File: config.mk
export PLATFORM = sky130hd
export DESIGN_NAME = mem_request_arbiter_flat
export DESIGN_NICKNAME = d
export VERILOG_FILES = /design/src/rtl/mem_request_arbiter_pkg.sv /design/src/rtl/mem_request_arbiter_if.sv /design/src/rtl/mem_request_arbiter.sv /design/src/flat_wrapper.sv
export SDC_FILE = /design/constraint.sdc
export NUM_CORES = 1
export LEC_CHECK = 0
export ABC_AREA = 0
export CORE_MARGIN = 8
export CORE_UTILIZATION = 45
export CTS_CLUSTER_DIAMETER = 40
export DETAILED_ROUTE_END_ITERATION = 10
export PLACE_DENSITY = 0.77
export REMOVE_ABC_BUFFERS = 1
export SYNTH_ARGS = -nofsm -noshare
export SYNTH_HDL_FRONTEND = slang
export SYNTH_SLANG_ARGS = --single-unit
File: constraint.sdc
create_clock -name clk_in -period 3.13 [get_ports clk_in]
set_input_delay 0.313 -clock clk_in [delete_from_list [all_inputs] [get_ports clk_in]]
set_output_delay 0.313 -clock clk_in [all_outputs]
set_load 0.03 [all_outputs]
File: src/rtl/mem_request_arbiter_pkg.sv
// Shared types for the CPU-side memory request arbiter and the SPI memory controller.
// Latency: n/a (types only).
// Backpressure: n/a (types only).
package mem_request_arbiter_pkg;

  typedef enum logic [1:0] {
    TYPE_IMEM_READ  = 2'd0,
    TYPE_DMEM_READ  = 2'd1,
    TYPE_DMEM_WRITE = 2'd2
  } mem_type_t;

  typedef enum logic [1:0] {
    ST_IDLE  = 2'd0,
    ST_ISSUE = 2'd1,
    ST_WAIT  = 2'd2
  } arb_state_t;

  typedef enum logic {
    PORT_IMEM = 1'b0,
    PORT_DMEM = 1'b1
  } port_t;

endpackage

File: src/rtl/mem_request_arbiter_if.sv
// Bundle of the fetch port, data port and controller-side request/response signals.
// Latency: n/a (wiring only).
// Backpressure: requests are levels held until ack; controller stalls via mem_busy_in.
interface mem_request_arbiter_if;
  import mem_request_arbiter_pkg::*;

  // CPU instruction-fetch port
  logic        imem_req_in;
  logic [15:0] imem_addr_in;
  logic [15:0] imem_data_out;
  logic        imem_ack_out;
  // CPU data load/store port
  logic        dmem_req_in;
  logic        dmem_we_in;
  logic [15:0] dmem_addr_in;
  logic [7:0]  dmem_wdata_in;
  logic [7:0]  dmem_rdata_out;
  logic        dmem_ack_out;
  // SPI memory controller request/response
  logic [15:0] mem_addr_out;
  logic        mem_addr_valid_out;
  mem_type_t   mem_type_out;
  logic [7:0]  mem_wdata_out;
  logic        mem_busy_in;
  logic [15:0] flash_data_in;
  logic        flash_data_valid_in;
  logic [7:0]  psram_data_in;
  logic        psram_data_valid_in;

  // Arbiter side: serves both CPU ports and drives the controller.
  modport master (
    input  imem_req_in, imem_addr_in, dmem_req_in, dmem_we_in, dmem_addr_in, dmem_wdata_in,
           mem_busy_in, flash_data_in, flash_data_valid_in, psram_data_in, psram_data_valid_in,
    output imem_data_out, imem_ack_out, dmem_rdata_out, dmem_ack_out,
           mem_addr_out, mem_addr_valid_out, mem_type_out, mem_wdata_out
  );

  // Environment side: CPU ports plus the memory controller.
  modport slave (
    output imem_req_in, imem_addr_in, dmem_req_in, dmem_we_in, dmem_addr_in, dmem_wdata_in,
           mem_busy_in, flash_data_in, flash_data_valid_in, psram_data_in, psram_data_valid_in,
    input  imem_data_out, imem_ack_out, dmem_rdata_out, dmem_ack_out,
           mem_addr_out, mem_addr_valid_out, mem_type_out, mem_wdata_out
  );

endinterface

File: src/rtl/mem_request_arbiter.sv
// Merges CPU fetch and data ports onto one SPI controller request; one-word fetch hit register.
// Latency: hit ack 1 cycle after req; SPI grant 1 cycle after req, ack 1 cycle after data/busy-drop.
// Backpressure: no grant while mem_busy_in is high; requests stay pending (level) until acked.
module mem_request_arbiter
  import mem_request_arbiter_pkg::*;
#(
  parameter bit DMEM_PRIORITY = 1'b1,
  parameter bit HIT_REG_EN    = 1'b1
) (
  input  logic                  clk_in,
  input  logic                  reset_in,
  mem_request_arbiter_if.master bus
);

  arb_state_t  state;
  arb_state_t  state_nxt;
  port_t       last_grant;
  logic        hit_valid;
  logic [15:0] hit_addr;
  logic [15:0] hit_data;

  logic [15:0] imem_word_addr;
  logic        imem_pend;
  logic        dmem_pend;
  logic        hit_now;
  logic        grant_imem;
  logic        grant_dmem;
  logic        issue_done;
  logic        iack_now;
  logic        dack_rd_now;
  logic        dack_wr_now;

  // Flash is word addressed: the low byte-address bit never reaches the controller.
  assign imem_word_addr = bus.imem_addr_in & 16'hFFFE;

  // A request still high during its own ack cycle is the tail of the request just served.
  assign imem_pend = bus.imem_req_in && !bus.imem_ack_out;
  assign dmem_pend = bus.dmem_req_in && !bus.dmem_ack_out;

  // State register
  always_ff @(posedge clk_in or posedge reset_in) begin
    if (reset_in) state <= ST_IDLE;
    else          state <= state_nxt;
  end

  // Next state plus one-cycle control strobes for the datapath
  always_comb begin
    state_nxt   = state;
    hit_now     = 1'b0;
    grant_imem  = 1'b0;
    grant_dmem  = 1'b0;
    issue_done  = 1'b0;
    iack_now    = 1'b0;
    dack_rd_now = 1'b0;
    dack_wr_now = 1'b0;
    unique case (state)
      ST_IDLE: begin
        // Hit check is independent of the controller, so it may overlap a dmem grant.
        hit_now = HIT_REG_EN && imem_pend && hit_valid && (imem_word_addr == hit_addr);
        if (!bus.mem_busy_in) begin
          if (dmem_pend && (!imem_pend || hit_now || DMEM_PRIORITY || (last_grant == PORT_IMEM)))
            grant_dmem = 1'b1;
          else if (imem_pend && !hit_now)
            grant_imem = 1'b1;
        end
        if (grant_dmem || grant_imem) state_nxt = ST_ISSUE;
      end
      ST_ISSUE: begin
        if (bus.mem_busy_in) begin
          issue_done = 1'b1;
          state_nxt  = ST_WAIT;
        end
      end
      ST_WAIT: begin
        unique case (bus.mem_type_out)
          TYPE_IMEM_READ:  iack_now    = bus.flash_data_valid_in;
          TYPE_DMEM_READ:  dack_rd_now = bus.psram_data_valid_in;
          TYPE_DMEM_WRITE: dack_wr_now = !bus.mem_busy_in;
          default:         state_nxt   = ST_IDLE;
        endcase
        if (iack_now || dack_rd_now || dack_wr_now) state_nxt = ST_IDLE;
      end
      default: state_nxt = ST_IDLE;
    endcase
  end

  // Registered outputs, grant bookkeeping and the fetch hit register
  always_ff @(posedge clk_in or posedge reset_in) begin
    if (reset_in) begin
      bus.imem_data_out      <= '0;
      bus.imem_ack_out       <= 1'b0;
      bus.dmem_rdata_out     <= '0;
      bus.dmem_ack_out       <= 1'b0;
      bus.mem_addr_out       <= '0;
      bus.mem_addr_valid_out <= 1'b0;
      bus.mem_type_out       <= TYPE_IMEM_READ;
      bus.mem_wdata_out      <= '0;
      last_grant             <= PORT_IMEM;
      hit_valid              <= 1'b0;
      hit_addr               <= '0;
      hit_data               <= '0;
    end else begin
      bus.imem_ack_out <= hit_now || iack_now;
      bus.dmem_ack_out <= dack_rd_now || dack_wr_now;

      if (hit_now) bus.imem_data_out <= hit_data;
      if (iack_now) begin
        bus.imem_data_out <= bus.flash_data_in;
        if (HIT_REG_EN) begin
          hit_valid <= 1'b1;
          hit_addr  <= bus.mem_addr_out;
          hit_data  <= bus.flash_data_in;
        end
      end
      if (dack_rd_now) bus.dmem_rdata_out <= bus.psram_data_in;

      if (grant_dmem) begin
        bus.mem_addr_out       <= bus.dmem_addr_in;
        bus.mem_type_out       <= bus.dmem_we_in ? TYPE_DMEM_WRITE : TYPE_DMEM_READ;
        bus.mem_wdata_out      <= bus.dmem_wdata_in;
        bus.mem_addr_valid_out <= 1'b1;
        last_grant             <= PORT_DMEM;
      end else if (grant_imem) begin
        bus.mem_addr_out       <= imem_word_addr;
        bus.mem_type_out       <= TYPE_IMEM_READ;
        bus.mem_addr_valid_out <= 1'b1;
        last_grant             <= PORT_IMEM;
      end

      // Controller has accepted the request once it reports busy.
      if (issue_done) bus.mem_addr_valid_out <= 1'b0;
    end
  end

endmodule

File: src/flat_wrapper.sv
// flat-port wrapper written by rule: the top's interface ports become plain ports
module mem_request_arbiter_flat import mem_request_arbiter_pkg::*;
#(
  parameter bit DMEM_PRIORITY = 1'b1,
  parameter bit HIT_REG_EN    = 1'b1
)
  (clk_in, reset_in, bus_imem_req_in, bus_imem_addr_in, bus_dmem_req_in, bus_dmem_we_in, bus_dmem_addr_in, bus_dmem_wdata_in, bus_mem_busy_in, bus_flash_data_in, bus_flash_data_valid_in, bus_psram_data_in, bus_psram_data_valid_in, bus_imem_data_out, bus_imem_ack_out, bus_dmem_rdata_out, bus_dmem_ack_out, bus_mem_addr_out, bus_mem_addr_valid_out, bus_mem_type_out, bus_mem_wdata_out);
  mem_request_arbiter_if bus_i ();
  input  logic clk_in;
  input  logic reset_in;
  input wire logic [$bits(bus_i.imem_req_in)-1:0] bus_imem_req_in;
  input wire logic [$bits(bus_i.imem_addr_in)-1:0] bus_imem_addr_in;
  input wire logic [$bits(bus_i.dmem_req_in)-1:0] bus_dmem_req_in;
  input wire logic [$bits(bus_i.dmem_we_in)-1:0] bus_dmem_we_in;
  input wire logic [$bits(bus_i.dmem_addr_in)-1:0] bus_dmem_addr_in;
  input wire logic [$bits(bus_i.dmem_wdata_in)-1:0] bus_dmem_wdata_in;
  input wire logic [$bits(bus_i.mem_busy_in)-1:0] bus_mem_busy_in;
  input wire logic [$bits(bus_i.flash_data_in)-1:0] bus_flash_data_in;
  input wire logic [$bits(bus_i.flash_data_valid_in)-1:0] bus_flash_data_valid_in;
  input wire logic [$bits(bus_i.psram_data_in)-1:0] bus_psram_data_in;
  input wire logic [$bits(bus_i.psram_data_valid_in)-1:0] bus_psram_data_valid_in;
  output wire logic [$bits(bus_i.imem_data_out)-1:0] bus_imem_data_out;
  output wire logic [$bits(bus_i.imem_ack_out)-1:0] bus_imem_ack_out;
  output wire logic [$bits(bus_i.dmem_rdata_out)-1:0] bus_dmem_rdata_out;
  output wire logic [$bits(bus_i.dmem_ack_out)-1:0] bus_dmem_ack_out;
  output wire logic [$bits(bus_i.mem_addr_out)-1:0] bus_mem_addr_out;
  output wire logic [$bits(bus_i.mem_addr_valid_out)-1:0] bus_mem_addr_valid_out;
  output wire logic [$bits(bus_i.mem_type_out)-1:0] bus_mem_type_out;
  output wire logic [$bits(bus_i.mem_wdata_out)-1:0] bus_mem_wdata_out;
  assign bus_i.imem_req_in = bus_imem_req_in;
  assign bus_i.imem_addr_in = bus_imem_addr_in;
  assign bus_i.dmem_req_in = bus_dmem_req_in;
  assign bus_i.dmem_we_in = bus_dmem_we_in;
  assign bus_i.dmem_addr_in = bus_dmem_addr_in;
  assign bus_i.dmem_wdata_in = bus_dmem_wdata_in;
  assign bus_i.mem_busy_in = bus_mem_busy_in;
  assign bus_i.flash_data_in = bus_flash_data_in;
  assign bus_i.flash_data_valid_in = bus_flash_data_valid_in;
  assign bus_i.psram_data_in = bus_psram_data_in;
  assign bus_i.psram_data_valid_in = bus_psram_data_valid_in;
  assign bus_imem_data_out = bus_i.imem_data_out;
  assign bus_imem_ack_out = bus_i.imem_ack_out;
  assign bus_dmem_rdata_out = bus_i.dmem_rdata_out;
  assign bus_dmem_ack_out = bus_i.dmem_ack_out;
  assign bus_mem_addr_out = bus_i.mem_addr_out;
  assign bus_mem_addr_valid_out = bus_i.mem_addr_valid_out;
  assign bus_mem_type_out = bus_i.mem_type_out;
  assign bus_mem_wdata_out = bus_i.mem_wdata_out;
  mem_request_arbiter #(.DMEM_PRIORITY(DMEM_PRIORITY), .HIT_REG_EN(HIT_REG_EN)) u_core (.clk_in(clk_in), .reset_in(reset_in), .bus(bus_i));
endmodule
# Word-level counts from Yosys, hierarchy flattened
# Cells that the tools add are included.
[totals]
register_bits = 88
in_bits = 72
output_inout_bits = 53
elab_cells = 77
[classes]
n_eq_ne = 8
mux = 36
n_reduce_logical = 21
[ops]
columns = ["operator", "count"]
rows = [
  ["$mux 16", 4],
  ["$mux 1", 24],
  ["$eq 16x16->1", 1],
  ["$mux 2", 7],
  ["$pmux 2 s3", 1],
  ["$logic_and 1x1->1", 5],
  ["$logic_or 1x1->1", 5],
  ["$eq 2x1->1 const B", 2],
  ["$eq 2x2->1 const B", 2],
  ["$logic_not 1->1", 4],
  ["$logic_not 2->1", 2],
  ["$reduce_bool 2->1", 2],
  ["$ne 3x2->1 const B", 1],
  ["$reduce_and 3->1", 1],
  ["$reduce_bool 3->1", 1],
  ["$reduce_or 3->1", 1],
  ["$ne 2x1->1 const B", 1],
  ["$ne 2x2->1 const B", 1],
]

# Longest topological paths before layout
[logic_depth]
word_depth = 14
depth_mapped = 7
ltp_nobuf = 5

# Worst setup path before layout
# Ideal clock, no wire load.
[synth_path]
path_kind = "flip-flop to flip-flop"
from = "register u_core.bus.imem_ack_out"
to = "register u_core.bus.imem_data_out[0]"
setup_time_ns = 0.125
t_arrival_ns = 1.929
required_ns = 3.005
setup_slack_ns = 1.076
path_stages_with_launch = 8
n_path_buf = 2
period_less_slack_ns = 2.054
path_cell_list = "dfrtp_1 and4bb_1 nand4_1 nor4_4 a21o_1 buf_4 buf_6 mux2_2"
[synth_via]
elab_chain_cells = 6
[synth_rtl]
columns = ["item", "line_no", "source"]
rows = [
  ["from (decl)", "mem_request_arbiter_if.sv:34", "output imem_data_out, imem_ack_out, dmem_rdata_out, dmem_ack_out,"],
  ["from (signal assigned)", "mem_request_arbiter.sv:103", "bus.imem_ack_out <= hit_now || iack_now;"],
  ["$logic_not 1->1", "mem_request_arbiter.sv:37", "assign imem_pend = bus.imem_req_in && !bus.imem_ack_out;"],
  ["$logic_and 1x1->1", "mem_request_arbiter.sv:37", ""],
  ["$logic_and 1x1->1 (2 in a row)", "mem_request_arbiter.sv:59", "hit_now = HIT_REG_EN && imem_pend && hit_valid && (imem_word_addr == hit_addr);"],
  ["$mux 1", "mem_request_arbiter.sv:56", "unique case (state)"],
  ["$reduce_bool 2->1 (no source line)", "--", ""],
  ["to (signal assigned)", "mem_request_arbiter.sv:106", "if (hit_now) bus.imem_data_out <= hit_data;"],
  ["to (signal assigned)", "mem_request_arbiter.sv:108", "bus.imem_data_out <= bus.flash_data_in;"],
  ["to (decl)", "mem_request_arbiter_if.sv:34", ""],
]
# Every way passes these cells.
# A chain may end at the register's enable or synchronous reset.

# Final worst setup path
[layout_path]
from = "input port bus_imem_addr_in[10]"
to = "register u_core.state[0]"
[layout_via]
elab_chain_cells = 11
[layout_rtl]
columns = ["item", "line_no", "source"]
rows = [
  ["from (decl)", "flat_wrapper.sv:12", "input wire logic [$bits(bus_i.imem_addr_in)-1:0] bus_imem_addr_in;"],
  ["$eq 16x16->1", "mem_request_arbiter.sv:59", ""],
  ["$logic_and 1x1->1", "mem_request_arbiter.sv:59", ""],
  ["$logic_not 1->1", "mem_request_arbiter.sv:63", "else if (imem_pend && !hit_now)"],
  ["$logic_and 1x1->1", "mem_request_arbiter.sv:63", ""],
  ["$mux 1", "mem_request_arbiter.sv:63", ""],
  ["$mux 1", "mem_request_arbiter.sv:61", "if (dmem_pend && (!imem_pend || hit_now || DMEM_PRIORITY || (last_grant == PORT_IMEM)))"],
  ["$mux 1", "mem_request_arbiter.sv:60", "if (!bus.mem_busy_in) begin"],
  ["$mux 1", "mem_request_arbiter.sv:56", ""],
  ["$logic_or 1x1->1", "mem_request_arbiter.sv:66", "if (grant_dmem || grant_imem) state_nxt = ST_ISSUE;"],
  ["$ne 2x1->1 (no source line)", "--", ""],
  ["$reduce_and 3->1 (no source line)", "--", ""],
  ["to (signal assigned)", "mem_request_arbiter.sv:43", "else state <= state_nxt;"],
  ["to (decl)", "mem_request_arbiter.sv:15", "arb_state_t state;"],
]
# Every way passes these cells. The select of a mux whose other input is x is not followed.

==> metrics <==
1st-iter DRT viols ~120; post-CTS setup buffers 0; unrepaired setup endpoints after global routing no; Final period util 0.690; Post-DP HPWL ~6.7 mm; CP arrival roughly 2.4 ns; # rows 33; Post-CTS Hold Buffers 0; Clock Skew approximately 0.014 ns; Num CTS Buffers 9; NumNets Final 500; first-pass GRT wire length between 10 and 15 mm; most frequent cells in the layout clkdlybuf4s50_1, dfrtp_1, mux2_2; post_cts resized 0; latest clock arrival within the worst-skew pair approximately 0.36 ns; post-synthesis simple-gate area fraction 0.115; Routed Antenna Nets 0; share of cells above drive strength 1 0.196; worst vdd ir between 0.6 and 0.7 mV; post-layout util 0.655; Synth Area in XOR/XNOR 0.0348; fin crit period about 2.2 ns; post-synthesis adder-cell area fraction 0; Via Count 2,774; status finished, final reports clean; Area Growth Syn to Fin 42.0%; DRC Markers 0; Synth Area per Inst between 10 and 15 um^2; drt first pass iters 4; Final Hold Fails 0; Crit Path Max Fanout 31; endpoints failing setup 0; CTS tree yes; Slew Limit Fails 0; drt wl/cell ~17 um; crit path cell chain clkdlybuf4s50_1, xnor2_1, nand4_1, nor4_4, buf_4, nor2b_1, or3_1; leakage about 2.2 nW; initial core utilization 0.462; GPL Wtd Cong approximately 0.77; IO Pins roughly 130; Slew HR 0.557; endpoint class of the critical path flip-flop; PortBufs 123; vias in the first global route between 2k and 3k; number of diodes 0; Setup TNS 0 ns; most common cell after layout, fill and taps aside clkdlybuf4s50_1; register area share after synthesis 0.583; core area 8180 um^2; area of the die 11,600 um^2; Vias/cell roughly 5.2; Max Fclk about 460 MHz; Vert. Die Dim 108 um; largest net degree at the start of global routing between 80 and 90; critical path launch point type primary input; gr usage total 0.164; Filler cells 627; clk root buf clkbuf_8; Sink Count 88; CP required 3.37 ns; PD cells slightly below 1000 nW/um^2; Detailed Route WL 9.24 mm; Worst Tran Pin Value between 0.6 and 0.7 ns; post-synthesis compound-gate area fraction 0.0739; die width 108 um; Mapped Cells slightly above 300; critical path's largest stage delay around 0.51 ns; YS warnings 0; Post-Syn Area between 3000 and 4000 um^2; clk slew on worst S/H paths ~0.080 ns; FF+latch count, synth around 90; mux share of post-synthesis cell area 0.167; max-cap violations 0; Worst Hold Class primary input to asynchronous set/reset pin; CP max-delay cell clkdlybuf4s50_1; initial antenna violation count 0; largest family of logic cells by synthesized area multiplexers; grt ovf 0; H-tree levels 3; clock buffer depth 2; WS Path Type primary input to flip-flop; Yosys cell types 32
## state kept, by name, summed over array words and instances (netlist names)
signal / count
u_core.bus.dmem_rdata_out: 8
u_core.bus.mem_addr_out: 16
u_core.bus.imem_ack_out: 1
u_core.bus.mem_wdata_out: 8
u_core.bus.mem_addr_valid_out: 1
u_core.bus.mem_type_out: 2
u_core.bus.dmem_ack_out: 1
u_core.hit_valid: 1
u_core.bus.imem_data_out: 16
u_core.hit_data: 16
u_core.hit_addr: 16
u_core.state: 2
## cells in the mapped netlist
library cell | number | area share
dfrtp_1 | 88 | 0.58
mux2_2 | 56 | 0.17
nand2_1 | 46 | 0.046
a22oi_1 | 15 | 0.030
nand3_1 | 15 | 0.020
o211ai_1 | 15 | 0.030
xnor2_1 | 15 | 0.035
clkbuf_1 | 9 | 0.0089
buf_4 | 4 | 0.0080
nand4_1 | 4 | 0.0066
o21ai_0 | 4 | 0.0053
inv_1 | 3 | 0.0030
nand3b_1 | 3 | 0.0060
buf_2 | 2 | 0.0027
nand2b_1 | 2 | 0.0033
nor2_1 | 2 | 0.0020
nor2b_1 | 2 | 0.0033
nor3b_1 | 2 | 0.0040
or2_2 | 2 | 0.0033
a21o_1 | 1 | 0.0020
a21oi_1 | 1 | 0.0013
a31oi_1 | 1 | 0.0017
and4b_1 | 1 | 0.0027
and4bb_1 | 1 | 0.0033
buf_6 | 1 | 0.0030
nor3_1 | 1 | 0.0013
nor3b_2 | 1 | 0.0033
nor4_2 | 1 | 0.0033
nor4_4 | 1 | 0.0056
o22ai_1 | 1 | 0.0017
o31a_1 | 1 | 0.0023
or3_1 | 1 | 0.0017
## where the power goes
group	internal (W)	total [W]	switching, W
Sequential	0.00165	0.00198	0.000331
Combinational	0.00112	0.00233	0.00121
Clock	0.000454	0.000859	0.000405
Total	0.00323	0.00517	0.00194
## layer usage
metal / vias up / GRT usage / wire length (um)
met5: - / 0 / 0
met4: 0 / 0.0634 / 167
met3: 15 / 0.0778 / 970
met2: 86 / 0.254 / 4390
met1: 1352 / 0.194 / 3710
li1: 1321 / - / -
## worst max-delay path, delay by kind of cell
family                 cells  cell delay (ns)
AND/OR/NAND/NOR            4             1.08
XOR/XNOR                   1             0.13
buffers and inverters      2             0.87
## metrics by stage
stage | hold WS [ns] | std cells | total power (W) | area (um^2) | setup slack, ns
after global routing | 0.141 | 538 | 0.00547 | 5360 | 0.845
after CTS | 0.124 | 538 | 0.00524 | 5360 | 0.969
after floorplan | 0.418 | 286 | 0.00336 | 3690 | 0.137
final | 0.145 | 538 | 0.00517 | 5360 | 0.971
after global placement | 0.446 | 522 | 0.00429 | 5140 | 0.621
after detailed placement | 0.458 | 522 | 0.00436 | 5140 | 0.578
## layout make-up
class | count | area (um^2) | area share
Sequential cell | 88 | 2200 | 0.411
Multi-Input combinational cell | 195 | 1490 | 0.278
Timing Repair Buffer | 131 | 1300 | 0.243
Tap cell | 105 | 131 | 0.0245
Clock buffer | 10 | 128 | 0.0238
Clock inverter | 6 | 90.1 | 0.0168
Inverter | 3 | 12.5 | 0.00233
## kinds of logic after synthesis
family,count (synthesis)
compound gates,39
xor+xnor,15
buf+inv,19
flops,88
mux,56
simple gates,85
## final timing paths
check / from / end / slack, ns / cells after the start
worst min register to register: u_core.hit_valid$_DFFE_PP0P_ / u_core.hit_valid$_DFFE_PP0P_ / 0.47 / 1
worst max-delay path: bus_imem_addr_in[10] / u_core.state[0]$_DFFE_PP0P_ / 0.97 / 7
worst max register to register: u_core.bus.imem_ack_out$_DFF_PP0_ / u_core.state[0]$_DFFE_PP0P_ / 1.00 / 6
max in group asynchronous: reset_in / u_core.hit_data[8]$_DFFE_PP0P_ / 2.36 / 3
min in group clk_in: bus_dmem_wdata_in[0] / u_core.bus.mem_wdata_out[0]$_DFFE_PP0P_ / 0.47 / 3
worst min-delay path: reset_in / u_core.bus.dmem_rdata_out[2]$_DFFE_PP0P_ / 0.14 / 2
Note: power is estimated with default switching activity, not from simulation.
